### config.mk
export PLATFORM = sky130hd
export DESIGN_NAME = frame_loader
export DESIGN_NICKNAME = d
export VERILOG_FILES = /design/src/rtl/frame_pkg.sv /design/src/rtl/frame_phase_timer.sv /design/src/rtl/frame_loader.sv
export SDC_FILE = /design/constraint.sdc
export NUM_CORES = 1
export LEC_CHECK = 0
export CAP_MARGIN = 20
export CORE_AREA = 2 2 217 219
export CTS_CLUSTER_DIAMETER = 80
export DETAILED_ROUTE_END_ITERATION = 10
export DIE_AREA = 0 0 219 221
export GPL_TIMING_DRIVEN = 0
export PLACE_DENSITY = 0.76
export SYNTH_ARGS = -nofsm -noshare
export SYNTH_HDL_FRONTEND = slang
export SYNTH_HIERARCHICAL = 1
export SYNTH_SLANG_ARGS = --single-unit
### constraint.sdc
create_clock -name clk -period 2.75 [get_ports clk]
set_clock_uncertainty 0.2 [all_clocks]
set_input_delay 0.55 -clock clk [delete_from_list [all_inputs] [get_ports clk]]
set_output_delay 0.55 -clock clk [all_outputs]
set_load 0.03 [all_outputs]
### src/rtl/frame_pkg.sv
// ============================================================================
// frame_pkg : shared frame geometry, FSM state type and helpers
// Rev 1.0
// ============================================================================
`default_nettype none

package frame_pkg;

  localparam int DEF_WORD_W  = 32;
  localparam int FRAME_WORDS = 16;
  localparam int COLS        = 4;
  localparam int CNT_W       = 5;

  // Column-0 word indices {0,4,8,12}, packed low index first.
  localparam logic [15:0] COL0_IDX = {4'd12, 4'd8, 4'd4, 4'd0};

  typedef enum logic [1:0] {
    FILL     = 2'd0,
    WR_SMALL = 2'd1,
    WR_BIG   = 2'd2,
    DONE     = 2'd3
  } frame_state_t;

  function automatic logic is_col0(input logic [3:0] idx);
    return (idx[1:0] == 2'd0);
  endfunction

endpackage

`default_nettype wire

### src/rtl/frame_phase_timer.sv
// ============================================================================
// frame_phase_timer : HOLD_CYCLES down-counter, expires on the last hold cycle
// Rev 1.0
// ============================================================================
`default_nettype none

module frame_phase_timer #(
  parameter int HOLD_CYCLES = 1
) (
  input  logic clk,
  input  logic rst,
  input  logic i_load,
  output logic o_expire
);

  localparam logic [3:0] c_RELOAD = 4'(HOLD_CYCLES - 1);

  logic [3:0] r_count;

  always_ff @(posedge clk) begin
    if (rst) begin
      r_count <= 4'd0;
    end else if (i_load) begin
      r_count <= c_RELOAD;
    end else if (r_count != 4'd0) begin
      r_count <= r_count - 4'd1;
    end
  end

  assign o_expire = (r_count == 4'd0);

endmodule

`default_nettype wire

### src/rtl/frame_loader.sv
// ============================================================================
// frame_loader : assembles a 4x4 word frame and drives the Small/Big write
// sequence. Optional frame_xor output when FRAME_LOADER_XOR_EN is defined.
// Rev 1.0
// ============================================================================
`default_nettype none

module frame_loader
  import frame_pkg::*;
#(
  parameter int WORD_W      = DEF_WORD_W,
  parameter int HOLD_CYCLES = 1
) (
  input  logic                          clk,
  input  logic                          rst,
  input  logic [WORD_W-1:0]             word_in,
  input  logic                          word_valid,
  output logic                          word_ready,
  input  logic                          flush,
  output logic [FRAME_WORDS*WORD_W-1:0] frame_out,
  output logic                          write,
  output logic                          Small_or_Big,
  output logic                          frame_done,
`ifdef FRAME_LOADER_XOR_EN
  output logic [WORD_W-1:0]             frame_xor,
`endif
  output logic [CNT_W-1:0]              word_cnt
);

  frame_state_t      r_state, w_state_nxt;
  logic [CNT_W-1:0]  r_cnt, w_cnt_nxt;
  logic              r_ready, r_write, r_sob, r_done, w_sob_nxt;
  logic [WORD_W-1:0] r_frame [FRAME_WORDS];

  logic w_accept, w_take, w_small_exp, w_big_exp, w_load_small, w_load_big;

  assign w_accept     = word_valid & r_ready;
  assign w_take       = w_accept & ~flush;
  assign w_load_small = w_take && (r_cnt == 5'd15);
  assign w_load_big   = (r_state == WR_SMALL) && w_small_exp;

  frame_phase_timer #(.HOLD_CYCLES(HOLD_CYCLES)) u_small_timer (
    .clk      (clk),
    .rst      (rst),
    .i_load   (w_load_small),
    .o_expire (w_small_exp)
  );

  frame_phase_timer #(.HOLD_CYCLES(HOLD_CYCLES)) u_big_timer (
    .clk      (clk),
    .rst      (rst),
    .i_load   (w_load_big),
    .o_expire (w_big_exp)
  );

  always_comb begin
    w_state_nxt = r_state;
    w_cnt_nxt   = r_cnt;
    case (r_state)
      FILL: begin
        if (flush) begin
          w_cnt_nxt = 5'd0;
        end else if (w_accept) begin
          w_cnt_nxt = r_cnt + 5'd1;
          if (r_cnt == 5'd15) w_state_nxt = WR_SMALL;
        end
      end
      WR_SMALL: if (w_small_exp) w_state_nxt = WR_BIG;
      WR_BIG:   if (w_big_exp)   w_state_nxt = DONE;
      DONE: begin
        w_state_nxt = FILL;
        w_cnt_nxt   = 5'd0;
      end
      default: w_state_nxt = FILL;
    endcase

    // Small_or_Big only moves on phase entry; it keeps 1 while idle.
    case (w_state_nxt)
      WR_SMALL: w_sob_nxt = 1'b0;
      WR_BIG:   w_sob_nxt = 1'b1;
      default:  w_sob_nxt = r_sob;
    endcase
  end

  always_ff @(posedge clk) begin
    if (rst) begin
      r_state <= FILL;
      r_cnt   <= 5'd0;
      r_ready <= 1'b1;
      r_write <= 1'b0;
      r_sob   <= 1'b0;
      r_done  <= 1'b0;
    end else begin
      r_state <= w_state_nxt;
      r_cnt   <= w_cnt_nxt;
      r_ready <= (w_state_nxt == FILL);
      r_write <= (w_state_nxt == WR_SMALL) || (w_state_nxt == WR_BIG);
      r_sob   <= w_sob_nxt;
      r_done  <= (w_state_nxt == DONE);
    end
  end

  always_ff @(posedge clk) begin
    if (rst) begin
      for (int i = 0; i < FRAME_WORDS; i++) r_frame[i] <= '0;
    end else if (w_take) begin
      r_frame[r_cnt[3:0]] <= word_in;
    end
  end

  for (genvar gi = 0; gi < FRAME_WORDS; gi++) begin : g_flat
    assign frame_out[gi*WORD_W +: WORD_W] = r_frame[gi];
  end

`ifdef FRAME_LOADER_XOR_EN
  logic [WORD_W-1:0] r_xor;

  always_ff @(posedge clk) begin
    if (rst || (r_state == DONE) || ((r_state == FILL) && flush)) begin
      r_xor <= '0;
    end else if (w_take) begin
      r_xor <= r_xor ^ word_in;
    end
  end

  assign frame_xor = r_xor;
`endif

  assign word_ready   = r_ready;
  assign write        = r_write;
  assign Small_or_Big = r_sob;
  assign frame_done   = r_done;
  assign word_cnt     = r_cnt;

endmodule

`default_nettype wire

==> impl_metrics.json <==
{
  "status": "complete, no violations",
  "die_width_um": 219,
  "multi_input_area_sq_um": 3316,
  "synth_seq_cells": 531,
  "drv_slew": 0,
  "synth-main-ff-cell": "edfxtp_1",
  "critPathTopFamily": "buffers and inverters",
  "hold_viol": 0,
  "dr.pass1.iters": 5,
  "clockRootBuffer": "clkbuf_16",
  "io_pins": 557,
  "syn_nets": 1407,
  "wl_per_cell_um": 26.64,
  "slowest_delay_ns": 0.77,
  "ys_seq_area_share_pct": 81.00,
  "reg2regPathDepth": 5,
  "dp_slack_ns": -1.100,
  "slowest_stage": "clkdlybuf4s50_1",
  "r2r_slack_ns": 0.27,
  "fin_ws_ns": 0.1930,
  "critPathBufInv": 1,
  "grt_pass1_vias": 13440,
  "drive_gt1_share_pct": 9.797,
  "period_needed_ns": 2.557,
  "syn-instance-count": 1364,
  "grt_usage_pct": 28.17,
  "synth_area_leaders": "edfxtp_1 79%, nor2_1 9.9%, nand2_1 2.5%",
  "ant_nets": 0,
  "critPathMaxFanout": 6,
  "min_path_cells": 2,
  "overflow": 0,
  "worstSetupPathDepth": 1,
  "hold_buffers": 0,
  "initial_core_util_pct": 42.23,
  "io_buffer_count": 556,
  "path_class": "flop to output port",
  "vias": 13800,
  "period_share_pct": 92.98,
  "final_util_pct": 60.50,
  "path_clk_slew_ns": 0.06,
  "hp-class": "flop to flop",
  "path_cells": "clkdlybuf4s50_1",
  "setup_viol": 0,
  "via_per_inst": 5.246,
  "routed_wl_mm": 70.06,
  "cts_buffer_depth": 3,
  "netlist_area_sq_um": 19450,
  "ys_types": 42,
  "max-vdd-ir-drop_uv": 670.5,
  "gp_congestion": 0.8647,
  "r2r-end": "r_frame[10][15]$_SDFFCE_PN0P_",
  "cts.sinks": 531,
  "r2r_start": "word_cnt[3]$_SDFFE_PP0P_",
  "cts_tree": "yes",
  "leakage_nw": 9.623,
  "powerDensity_nw_per_um2": 687.2,
  "drc_errors": 0,
  "cts_buffers": 53,
  "critPathRequiredTime_ns": 2.00,
  "synth_common_cells": "514 x nor2_1, 512 x edfxtp_1, 132 x nand2_1, 63 x buf_2, 19 x dfxtp_1",
  "h-tree-depth": 2,
  "die_area_sq_um": 48400,
  "rsz0062_at_grt": "false",
  "synth_top_area_share_pct": 79.05,
  "die_h_um": 221,
  "yosysTopAreaCell": "edfxtp_1",
  "min_to": "word_cnt[4]$_SDFFE_PP0P_",
  "worst_setup_path_end_kind": "output port",
  "grt_pass1_wl_mm": 95.75,
  "hold_start": "word_cnt[4]$_SDFFE_PP0P_",
  "core_region_area_sq_um": 46060,
  "syn_avg_cell_area_sq_um": 14.26,
  "grt_max_degree": 33,
  "seq_area_sq_um": 15760,
  "worstMarginPinSlew_ns": 0.8048,
  "yosys.cell_count.top_type": "nor2_1",
  "cap_violations": 0,
  "fp-row-count": 79,
  "startpoint_type": "flop",
  "drt_iter0_drc": 1269,
  "final.fill_count": 3467,
  "yosysWarningCount": 6,
  "worst-endpoint-arrival_ns": 1.81,
  "syn_to_final_growth_pct": 43.27,
  "dp_hpwl_mm": 48.54,
  "slew_headroom_pct": 46.18,
  "synth-async-reset-ratio_pct": 0,
  "nets": 2020,
  "clkLatencyLatePin_ns": 0.59,
  "synth_edf_count": 512,
  "max_freq_mhz": 391.1,
  "antenna_found_initial": 2
}
==> how the worst max path moves through the flow <==
stage | from | endpoint | slack, ns
2_1_floorplan | word_cnt[2]$_SDFFE_PP0P_ | r_frame[4][0]$_SDFFCE_PN0P_ | 0.24
3_3_place_gp | rst | r_frame[12][27]$_SDFFCE_PN0P_ | -1.58
3_5_place_dp | rst | r_frame[3][26]$_SDFFCE_PN0P_ | -1.10
4_1_cts | rst | r_frame[10][10]$_SDFFCE_PN0P_ | 0.01
5_1_grt | word_cnt[0]$_SDFFE_PP0P_ | word_cnt[0] | 0.12
6_report | word_cnt[0]$_SDFFE_PP0P_ | word_cnt[0] | 0.19
==> state kept, by name, indices dropped and copies added (netlist names), 2 cells and up <==
register / cells
word_cnt: 5
r_state: 2
u_big_timer/r_count: 4
r_frame: 512
u_small_timer/r_count: 4
==> final cells by class <==
cell class	instances	share of cell area [%]
Timing Repair Buffer	558	20.19
Buffer	79	1.670
Multi-Input combinational cell	746	11.90
Clock buffer	61	4.903
Clock inverter	38	1.953
Tap cell	607	2.725
Sequential cell	531	56.54
Antenna cell	2	0.01796
Inverter	8	0.1078
==> power by group <==
| part | switching (mW) | internal [mW] | total, mW |
|---|---|---|---|
| Sequential | 0.142 | 9.16 | 9.31 |
| Combinational | 1.24 | 0.708 | 1.95 |
| Clock | 3.17 | 4.73 | 7.90 |
| Total | 4.55 | 14.6 | 19.1 |
==> metal layers <==
| layer | up-vias | track usage [%] | part of all wire (%) |
|---|---|---|---|
| met5 | - | 0 | 0 |
| met4 | 0 | 13.93 | 5.2 |
| met3 | 143 | 6.873 | 10 |
| met2 | 796 | 46.00 | 48 |
| met1 | 6892 | 35.05 | 37 |
| li1 | 5967 | - | - |
==> worst reg2reg max path, cell delays in order, from the launching register on <==
cell and delay, ns:
dfxtp_1 0.57, nor2b_1 0.19, buf_2 0.24, buf_2 0.27, a21o_2 0.48, buf_16 0.22
==> cell families after synthesis <==
group | share of synthesized area [%]
AOI/OAI and AO/OA | 1.280
xor gates and xnor gates | 0.04504
adders and majority gates | 0.4503
buffers and inverters | 2.528
DFF | 81.00
muxes | 0.3474
and+or+nand+nor | 14.35
==> metrics by stage <==
| stage | TNS [ns] | std cells | power, mW | cell area (sq um) | hold slack (ns) |
|---|---|---|---|---|---|
| final | 0 | 2630 | 19.15 | 27870 | 0.3049 |
| after global routing | 0 | 2628 | 19.58 | 27860 | 0.3331 |
| after CTS | 0 | 2628 | 19.22 | 27860 | 0.3090 |
| after detailed placement | -583.76 | 2529 | 11.43 | 25850 | 0.2970 |
| after global placement | -801.90 | 2527 | 11.39 | 25770 | 0.2829 |
| after floorplan | 0 | 1364 | 10.47 | 19450 | 0.3035 |
==> placed cells by master (no fill, tap or decap), drive strengths merged, types with 9 or more instances in the layout <==
cell | synthesis | layout
clkbuf | 3 | 64
a21o | 16 | 16
clkinv | 0 | 17
bufinv | 0 | 12
dfxtp | 19 | 19
inv | 8 | 12
nor2 | 515 | 515
clkdlybuf4s50 | 0 | 554
buf | 76 | 78
nand2 | 132 | 132
nor3b | 9 | 9
edfxtp | 512 | 512
==> timing repair <==
item | in CTS | in global routing
setup buffers | 0 | 0
cloned | 0 | 0
endpoints found under the setup margin | 506 | 309
resized for setup | 20 | 2
Note: power is estimated with default switching activity, not from simulation.
